[config.mk]
export PLATFORM = sky130hd
export DESIGN_NAME = uart_tx_param
export DESIGN_NICKNAME = d
export VERILOG_FILES = /design/src/rtl/uart_tx_param.sv
export SDC_FILE = /design/constraint.sdc
export NUM_CORES = 1
export LEC_CHECK = 0
export ABC_AREA = 1
export BUFFER_PORTS_ARGS = -buffer_cell sky130_fd_sc_hd__buf_2
export CORE_MARGIN = 3
export CORE_UTILIZATION = 25
export DETAILED_ROUTE_END_ITERATION = 12
export GPL_TIMING_DRIVEN = 0
export HOLD_SLACK_MARGIN = 0.03
export SETUP_SLACK_MARGIN = 0.2
export SLEW_MARGIN = 20
export SYNTH_ARGS = -nofsm -noshare
export SYNTH_HDL_FRONTEND = slang
export SYNTH_SLANG_ARGS = --single-unit
[constraint.sdc]
create_clock -name clk -period 4.55 [get_ports clk]
set_clock_uncertainty 0.15 [all_clocks]
set_input_delay 0.2275 -clock clk [delete_from_list [all_inputs] [get_ports clk]]
set_output_delay 0.2275 -clock clk [all_outputs]
set_load 0.01 [all_outputs]
[src/rtl/uart_tx_param.sv]
// rtl/uart_tx_param.sv - parametrised UART transmitter with input FIFO and internal baud enable
module uart_tx_param #(
    parameter int CLK_HZ    = 12000000,
    parameter int BAUD      = 9600,
    parameter int DATA_BITS = 8,
    parameter int PARITY    = 0,
    parameter int STOP_BITS = 1,
    parameter int DEPTH     = 4
) (
    input  logic                       clk,
    input  logic                       rst_n,
    input  logic [DATA_BITS-1:0]       tx_data,
    input  logic                       tx_valid,
    output logic                       tx_ready,
    output logic                       tx,
    output logic                       busy,
    output logic [$clog2(DEPTH):0]     fifo_level
);

    localparam int DIV = (CLK_HZ + BAUD / 2) / BAUD;
    localparam int CW  = $clog2(DIV);
    localparam int BW  = $clog2(DATA_BITS);
    localparam int AW  = $clog2(DEPTH);

    localparam logic [CW-1:0] BAUD_LAST = CW'(DIV - 1);
    localparam logic [BW-1:0] DATA_LAST = BW'(DATA_BITS - 1);
    localparam logic [BW-1:0] STOP_LAST = BW'(STOP_BITS - 1);

    typedef enum logic [2:0] {
        S_IDLE,
        S_START,
        S_DATA,
        S_PARITY,
        S_STOP
    } state_t;

    state_t state, next_state;

    logic [DATA_BITS-1:0] mem [DEPTH];
    logic [AW:0]          wr_ptr, rd_ptr;
    logic                 full, empty, push, pop;
    logic [DATA_BITS-1:0] head;
    logic                 head_parity;

    logic [CW-1:0]        baud_cnt;
    logic                 baud_tick;
    logic [BW-1:0]        bit_idx;
    logic [DATA_BITS-1:0] shreg;
    logic                 par_q;
    logic                 tx_q;

    // Extra pointer MSB distinguishes full from empty when the index bits match.
    assign full        = (wr_ptr[AW] != rd_ptr[AW]) && (wr_ptr[AW-1:0] == rd_ptr[AW-1:0]);
    assign empty       = (wr_ptr == rd_ptr);
    assign push        = tx_valid && !full;
    assign head        = mem[rd_ptr[AW-1:0]];
    assign head_parity = (PARITY == 1) ? ~^head : ^head;
    assign baud_tick   = (baud_cnt == BAUD_LAST);

    assign tx_ready   = !full;
    assign tx         = tx_q;
    assign busy       = (state != S_IDLE);
    assign fifo_level = wr_ptr - rd_ptr;

    always_ff @(posedge clk) begin
        if (push) begin
            mem[wr_ptr[AW-1:0]] <= tx_data;
        end
    end

    always_ff @(posedge clk or negedge rst_n) begin
        if (!rst_n) begin
            state <= S_IDLE;
        end else begin
            state <= next_state;
        end
    end

    always_comb begin
        next_state = state;
        pop        = 1'b0;
        case (state)
            S_IDLE: begin
                if (!empty) begin
                    pop        = 1'b1;
                    next_state = S_START;
                end
            end
            S_START: begin
                if (baud_tick) next_state = S_DATA;
            end
            S_DATA: begin
                if (baud_tick && bit_idx == DATA_LAST) begin
                    next_state = (PARITY != 0) ? S_PARITY : S_STOP;
                end
            end
            S_PARITY: begin
                if (baud_tick) next_state = S_STOP;
            end
            S_STOP: begin
                // Chain straight into the next start bit so queued frames have no idle gap.
                if (baud_tick && bit_idx == STOP_LAST) begin
                    if (!empty) begin
                        pop        = 1'b1;
                        next_state = S_START;
                    end else begin
                        next_state = S_IDLE;
                    end
                end
            end
            default: next_state = S_IDLE;
        endcase
    end

    always_ff @(posedge clk or negedge rst_n) begin
        if (!rst_n) begin
            wr_ptr   <= '0;
            rd_ptr   <= '0;
            baud_cnt <= '0;
            bit_idx  <= '0;
            shreg    <= '0;
            par_q    <= 1'b0;
            tx_q     <= 1'b1;
        end else begin
            if (push) wr_ptr <= wr_ptr + 1'b1;
            if (pop)  rd_ptr <= rd_ptr + 1'b1;

            if (pop) begin
                shreg    <= head;
                par_q    <= head_parity;
                baud_cnt <= '0;
                bit_idx  <= '0;
                tx_q     <= 1'b0;
            end else if (state != S_IDLE) begin
                baud_cnt <= baud_tick ? '0 : baud_cnt + 1'b1;
                if (baud_tick) begin
                    case (state)
                        S_START: tx_q <= shreg[0];
                        S_DATA: begin
                            if (bit_idx == DATA_LAST) begin
                                bit_idx <= '0;
                                tx_q    <= (PARITY != 0) ? par_q : 1'b1;
                            end else begin
                                bit_idx <= bit_idx + 1'b1;
                                shreg   <= shreg >> 1;
                                tx_q    <= shreg[1];
                            end
                        end
                        S_PARITY: tx_q <= 1'b1;
                        S_STOP: begin
                            if (bit_idx != STOP_LAST) bit_idx <= bit_idx + 1'b1;
                        end
                        default: tx_q <= 1'b1;
                    endcase
                end
            end
        end
    end

endmodule
; Word level (Yosys, flattened, before mapping)
; Memory sizes are Yosys's and may differ from the RTL's.
; Cells that the tools add are included.
; W data, S select, Z words.
[word_totals]
latchBits = 0
ff_bits = 32
mem_bits_rw = 32
n_memories = 1
rom_bits = 0
[memory_table]
columns = name, words, width, rd, rd_clocked_by_memory_dff, wr, line
row1 = mem, 4, 8, 1, 0, 1, 39  ; logic [DATA_BITS-1:0] mem [DEPTH];
[op_classes]
n_eq_ne = 17
mux = 31
bitwise_logic = 0
order_cmp = 0
shifts = 0
n_reduce_logical = 17
n_addsub = 5
n_div = 0
n_mul = 0
[ops]
columns = operator, n
row1 = $mux W8, 5
row2 = $mux W11, 3
row3 = $mux W3, 10
row4 = $pmux W3 S5, 1
row5 = $ne A2 B2 Y1 const B, 7
row6 = $add A11 B1 Y11 const B, 1
row7 = $eq A11 B11 Y1 const B, 1
row8 = $add A3 B1 Y3 const B, 3
row9 = $mux W1, 9
row10 = $reduce_bool A3 Y1, 3
row11 = $reduce_and A4 Y1, 2
row12 = $eq A3 B2 Y1 const B, 2
row13 = $eq A3 B3 Y1 const B, 2
row14 = $logic_not A3 Y1, 2
row15 = $pmux W3 S2, 1
row16 = $reduce_bool A2 Y1, 3
row17 = $reduce_and A5 Y1, 1
row18 = $logic_and A1 B1 Y1, 4
row19 = $eq A3 B1 Y1 const B, 1
row20 = $eq A3 B3 Y1, 1
row21 = $ne A3 B3 Y1 const B, 1
row22 = $pmux W1 S3, 1
row23 = $reduce_and A3 Y1, 1
row24 = $sub A3 B3 Y3, 1
row25 = 4 further kinds, 4

; Logic depth before layout (Yosys ltp)
; Gate-level depths: netlist of run 1.
[depth]
depth_word = 6
mapped_depth = 13

; Worst setup path before layout of run 1
; OpenSTA, ideal clock, no wires.
[synth_path]
kind = reg2reg
startpoint = register rd_ptr[1]
endpoint = memory mem[3][0], enable pin
setup_time_ns = 0.375
synth_period_minus_slack_ns = 2.269
t_required_ns = 4.025
arrival_ns = 1.744
path_buffers = 0
path_slack_ns = 2.281
stages_incl_launch_ff = 6
path_cell_list = dfrtp_1 > clkinv_1 > ha_1 > nand3_1 > nand2_1 > nor2_1
[synth_via]
elab_chain_len = 6
[synth_rtl]
columns = element, line
row1 = "start, declared", 40  ; logic [AW:0] wr_ptr, rd_ptr;
row2 = "start signal, assigned", 126  ; if (pop) rd_ptr <= rd_ptr + 1'b1;
row3 = $eq A2 B2 Y1, 53  ; assign full = (wr_ptr[AW] != rd_ptr[AW]) && (wr_ptr[AW-1:0] == rd_ptr[AW-1:0]);
row4 = $logic_and A1 B1 Y1, 53
row5 = $logic_not A1 Y1, -
row6 = via tx_ready, 14  ; output logic tx_ready,
row7 = $logic_and A1 B1 Y1, 55  ; assign push = tx_valid && !full;
row8 = $mux W1, 66  ; if (push) begin
row9 = $mux W1 (implied by the code), 67  ; mem[wr_ptr[AW-1:0]] <= tx_data;
row10 = "end, declared", 39
; The timed path passes the listed nets, and every way through them passes these cells.

; Final worst setup path of run 1
[layout_path]
startpoint = register rd_ptr[1]
endpoint = memory mem[3][4], enable pin
[layout_via]
elab_chain_len = 6
[layout_rtl]
columns = element, line
row1 = $eq A2 B2 Y1, 53
row2 = $logic_and A1 B1 Y1, 53
row3 = $logic_not A1 Y1, 55
row4 = $logic_and A1 B1 Y1, 55
row5 = $mux W1, 66
row6 = $mux W1 (implied by the code), 67
; Every way passes these cells.

==> impl_metrics.yaml, run 1 <==
detailed_routing:
  via_per_inst: 4.188
  drc_errors: 0
  wl_per_cell_um: 11.90
  first_pass_iters: 4
  ant_nets: 0
  drt-total-wl_um: 6520
  drtIter0Drc: 112
  vias: 2295
pwr:
  finalPower_mw: 1.699
  p_leak_nw: 1.661
  intPower_mw: 1.295
  power_density_nw_per_um2: 436.7
  seq_power_share_pct: 41.8
  vdd_drop_max_mv: 0.2919
  p_sw_share_pct: 23.75
  p_switching_mw: 0.4035
  combPwrFrac_pct: 12.7
  clkPwrFrac_pct: 45.5
setup_path:
  arrival_ns: 2.66
  cp.required_ns: 4.35
  r2r_setup_slack_ns: 1.68
  cp_max_fo: 11
  start_kind: "flip-flop"
  end_kind: "flip-flop"
  worstSetupPathType: "reg -> reg"
clock_tree:
  cts_tree: "done"
  cts_buffer_depth: 2
  clk_latency_ns: 0.32
  clock_sinks: 64
  clk_pin_slew_ns: 0.05
  cts-root-buf: "clkbuf_16"
  cts_buffers: 9
  post_cts_buffers: 0
  htree_levels: 3
synth:
  synthAdderAreaFrac_pct: 5.363
  synthDistinctLibCells: 35
  synth_compound_area_share_pct: 8.399
  synth_area_leaders: "edfxtp_1 30%, dfrtp_1 24%, nand2_1 10%, ha_1 4.7%, nor2_1 4.7%"
  netlist_top_cells_count: "86 x nand2_1, 40 x nor2_1, 35 x inv_1"
  synth_xor_area_share_pct: 2.208
  ys_ff_latch: 64
  synth_top_family_by_area: "simple AND/OR/NAND/NOR gates"
  netlist_instances: 339
  yosysSeqAreaShare_pct: 55.56
  synth-edff-count: 32
  synthMuxAreaShare_pct: 0
  yosysMostFrequentCell: "nand2_1"
  ys.flop_type: "edfxtp_1"
  synthesis.area_sq_um: 3173
  synth_fp_nets: 363
  yosysWarnings: 0
  synth-simple-area-share_pct: 22.08
  syn_area_per_cell_sq_um: 9.360
  postSynth.asyncResetShare_pct: 50.00
  synth_top_cell_by_area: "edfxtp_1"
  synth.top_cell.area_share_pct: 30.28
sta:
  fmax_mhz: 348.7
  period_needed_ns: 2.868
  finalSetupViolations: 0
  relSlewSlack_pct: 41.51
  setup_slack_ns: 1.682
  setup_tns_ns: 0
  hold_viol_final: 0
  drv_slew: 0
  rsz0062_at_grt: "no"
  period_share_pct: 63.03
  worst_pin_slew_ns: 0.8742
finish:
  drive_gt1_share_pct: 13.68
  finish.utilization_pct: 31.85
  syn_to_final_growth_pct: 22.59
  antennaDiodeCount: 0
  fill_cells: 1267
  finalNetCount: 399
  fin_area_sq_um: 3890
die:
  ios: 17
  die_area_sq_um: 14080
  fp-row-count: 40
  die_h_um: 118.7
  core_area_sq_um: 12210
  initial_core_util_pct: 25.98
  die_w_um: 118.7
flow_run:
  max-cap-violations: 0
placed_design:
  placed_area_sq_um: 3463
  post-dp-hpwl_um: 4463
  port_buffers: 16
  routabilityCongestion: 0.8332
  post-place-ws_ns: 1.592
status:
  status: "finished clean"
global_routing:
  grt_usage_pct: 10.14
  grt_pass1_vias: 2377
  overflow: 0
  grt_pass1_wl_um: 11430
  grt_max_degree: 33
  antenna_found_initial: 0
hold_path:
  hp-class: "in -> reg"
[power groups by stage]
stage,clock [mW],sequential (mW),combinational (mW)
2_1_floorplan,0,0.714,0.137
3_3_place_gp,0,0.719,0.211
3_5_place_dp,0,0.721,0.218
4_1_cts,0.789,0.710,0.225
5_1_grt,0.821,0.717,0.250
6_report,0.773,0.710,0.217
[cells by family after synthesis]
kind of cell | after synthesis
simple gates | 164
flops | 64
buf+inv | 46
compound gates | 44
fa+ha+maj | 13
xor+xnor | 8
[what timing repair did]
item,4_1_cts,5_1_grt
hold buffers,9,0
endpoints found under the hold margin,63,0
gates resized for setup,0,0
[stage by stage]
stage | instances | hold WS (ns)
after floorplan | 339 | -0.2181
after global routing | 548 | 0.2062
final | 548 | 0.1742
after global placement | 523 | 0.1929
after CTS | 548 | 0.1588
after detailed placement | 523 | 0.1963
[layout by cell type, fill, tap and decap left out, drive strengths merged]
cell type and count:
dlygate4sd3 9, ha 12, nand3 18, nand2 89, a21oi 3, a31oi 3
clkinv 4, edfxtp 32, xor2 7, buf 20, dfstp 1, clkbuf 11
nor4 1, bufinv 3, xnor2 1, nand4 2, o21ai 25, o21a 1
o31ai 2, dfrtp 31, inv 40, nor3 10, nor2 44, o22ai 10
fa 1
[metal layers]
layer,routed length (um),track usage (%)
met1,2911,12.37
met2,3330,17.41
met3,260,2.871
met4,17,2.969
met5,0,0
[cell type report]
type | instances | area [sq um] | area share [%]
plain buffers | 5 | 43.79 | 1.126
clock inverters | 6 | 107.6 | 2.766
clock buffers | 10 | 229.0 | 5.886
multi-input cells | 229 | 1207 | 31.04
inverters | 41 | 158.9 | 4.085
repair buffers | 25 | 170.2 | 4.374
flip-flops and latches | 64 | 1763 | 45.32
well taps | 168 | 210.2 | 5.404
[path summary, 6_finish.rpt]
path	start	cells after the start	end
min in group asynchronous	rst_n	2	baud_cnt[9]
worst min-delay path	tx_valid	3	wr_ptr[0]
worst max-delay path	rd_ptr[1]	5	mem[3][4]
max in group asynchronous	rst_n	2	state[0]
worst min register to register	tx	2	tx
worst max register to register	rd_ptr[1]	5	mem[3][4]
[sequential cells by signal, summed over array words and instances, names as in the netlist]
register  count
baud_cnt     11
bit_idx       3
mem          32
rd_ptr        3
shreg         8
state         3
tx            1
wr_ptr        3
[critical path, cell delays in order (launching register included)]
cell and delay (ns):
dfrtp_1 0.59, clkinv_1 0.38, ha_1 0.39, nand3_1 0.12, nand2_1 0.16, nor2_1 0.70
No activity file was read; power rests on OpenSTA's default activity.
==> run 2, diff against run 1 <==
- clock period: 4.55 -> 2.95 ns (I/O delays scaled with it)
==> run 2 against run 1 <==
Compared with the run above:
- routed wire length shrank 0.80%
- first-iteration DRC count shrank 8.9%
- sequential share of layout area shrank 0.37 points
- clock power grew 53%
- worst setup slack lost 1.1 ns
- register-to-register slack lost 1.1 ns
- cell count is the same
- final area grew 0.90%
- sequential power grew 54%
- critical path depth is the same
- non-clock buffer count is the same
- via count is essentially flat
- largest power group unchanged
- highest routed layer unchanged
==> impl_metrics.yaml, run 2 (synthesis gave the netlist of run 1 again) <==
setup_path:
  r2r_cells: 5
  start_kind: "flip-flop"
  critPathTopFamily: "simple AND/OR/NAND/NOR gates"
  cpPeakStageDelay_ns: 0.52
  critPathSlowestCell: "dfrtp_2"
  cp_max_fo: 11
  end_kind: "flip-flop"
  cp.required_ns: 2.79
  worstSetupPathType: "reg -> reg"
  path_cells: "clkinvlp_4 -> ha_1 -> nand3_1 -> nand2_1 -> nor2_4"
  critPathBufInv: 1
  arrival_ns: 2.23
  cp.depth: 5
clock_tree:
  cts_tree: "done"
  cts-root-buf: "clkbuf_16"
  htree_levels: 3
  clock_sinks: 64
  cts_buffer_depth: 2
  post_cts_buffers: 0
  clk_latency_ns: 0.32
  clk_pin_slew_ns: 0.05
  cts_buffers: 9
pwr:
  p_leak_nw: 1.661
  power_density_nw_per_um2: 674.2
  vdd_drop_max_mv: 0.4489
detailed_routing:
  via_per_inst: 4.192
  first_pass_iters: 4
  wl_per_cell_um: 11.80
  drc_errors: 0
  drt-total-wl_um: 6468
  drtIter0Drc: 102
  vias: 2297
  ant_nets: 0
die:
  die_area_sq_um: 14080
  core_area_sq_um: 12210
  die_h_um: 118.7
  die_w_um: 118.7
  initial_core_util_pct: 25.98
  fp-row-count: 40
  ios: 17
hold_path:
  hp-class: "in -> async"
global_routing:
  grt_pass1_vias: 2377
  antenna_found_initial: 0
  grt_usage_pct: 10.14
  overflow: 0
  grt_pass1_wl_um: 11430
  grt_max_degree: 33
sta:
  rsz0062_at_grt: "no"
  setup_slack_ns: 0.5611
  relSlewSlack_pct: 50.48
  hold_viol_final: 0
  finalSetupViolations: 0
  worst_pin_slew_ns: 0.7428
  fmax_mhz: 418.6
  drv_slew: 0
  period_share_pct: 80.98
  period_needed_ns: 2.389
finish:
  final_cell_mix: "86 x nand2_1, 36 x nor2_1, 35 x inv_1"
  seq_area_sq_um: 1764
  finalNetCount: 399
  final_common_cell: "nand2_1"
  syn_to_final_growth_pct: 23.70
  largest_reg_flops: 32
  antennaDiodeCount: 0
  multiInputGateArea_sq_um: 1237
  fill_cells: 1266
  drive_gt1_share_pct: 15.26
  finalNonFillerCells: 548
placed_design:
  dpl.cell_count: 523
  post-dp-hpwl_um: 4463
  post-place-ws_ns: -0.008503
  port_buffers: 16
  routabilityCongestion: 0.8332
status:
  status: "finished clean"
flow_run:
  max-cap-violations: 0
-- run 2: power breakdown --
| part | total [mW] | internal [mW] | switching, mW |
|---|---|---|---|
| clock network | 1.18 | 0.822 | 0.363 |
| logic | 0.368 | 0.128 | 0.241 |
| registers | 1.09 | 1.06 | 0.0340 |
-- run 2: metrics by stage --
stage                     power, mW  instance area (sq um)  util [%]  hold slack (ns)  TNS [ns]
after floorplan               1.313                   3173         -          -0.2981         0
after global placement        1.435                   3463     28.36           0.1129         0
after detailed placement      1.448                   3463     28.36           0.1163  -0.06479
after CTS                     2.665                   3895     31.90           0.1142         0
after global routing          2.793                   3925     32.14           0.3182         0
final                         2.646                   3925     32.14           0.2889         0
-- run 2: worst register-to-register path, cell delays in order, from the launching register on --
cell        delay (ns)
dfrtp_2           0.52
clkinvlp_4        0.26
ha_1              0.34
nand3_1           0.12
nand2_1           0.28
nor2_4            0.38
-- run 2: worst paths after layout --
| kind | end | start | slack, ns |
|---|---|---|---|
| min in group clk | wr_ptr[1] | tx_valid | 0.29 |
| hold reg to reg | tx | tx | 0.31 |
| hold / removal | baud_cnt[3] | rst_n | 0.29 |
| max in group asynchronous | rd_ptr[1] | rst_n | 1.85 |
| setup / recovery | mem[3][2] | rd_ptr[1] | 0.56 |
| setup reg to reg | mem[3][2] | rd_ptr[1] | 0.56 |
-- run 2: cell type report --
| cell class | instances | share of cell area [%] |
|---|---|---|
| clock buffers | 10 | 5.834 |
| well taps | 168 | 5.355 |
| plain buffers | 5 | 1.116 |
| flip-flops and latches | 64 | 44.95 |
| multi-input cells | 229 | 31.53 |
| clock inverters | 6 | 2.741 |
| repair buffers | 25 | 4.335 |
| inverters | 41 | 4.144 |
-- run 2: timing repair --
| item | in CTS | in global routing |
|---|---|---|
| endpoints found under the hold margin | 63 | 0 |
| gates resized for setup | 2 | 8 |
| hold buffers | 9 | 0 |
| endpoints found under the setup margin | 33 | 47 |
| gates cloned | 0 | 0 |
-- run 2: per-layer routing --
metal	routed length [um]	track usage, %
met2	3309	17.41
met4	17	2.969
met5	0	0
met3	192	2.871
met1	2947	12.37
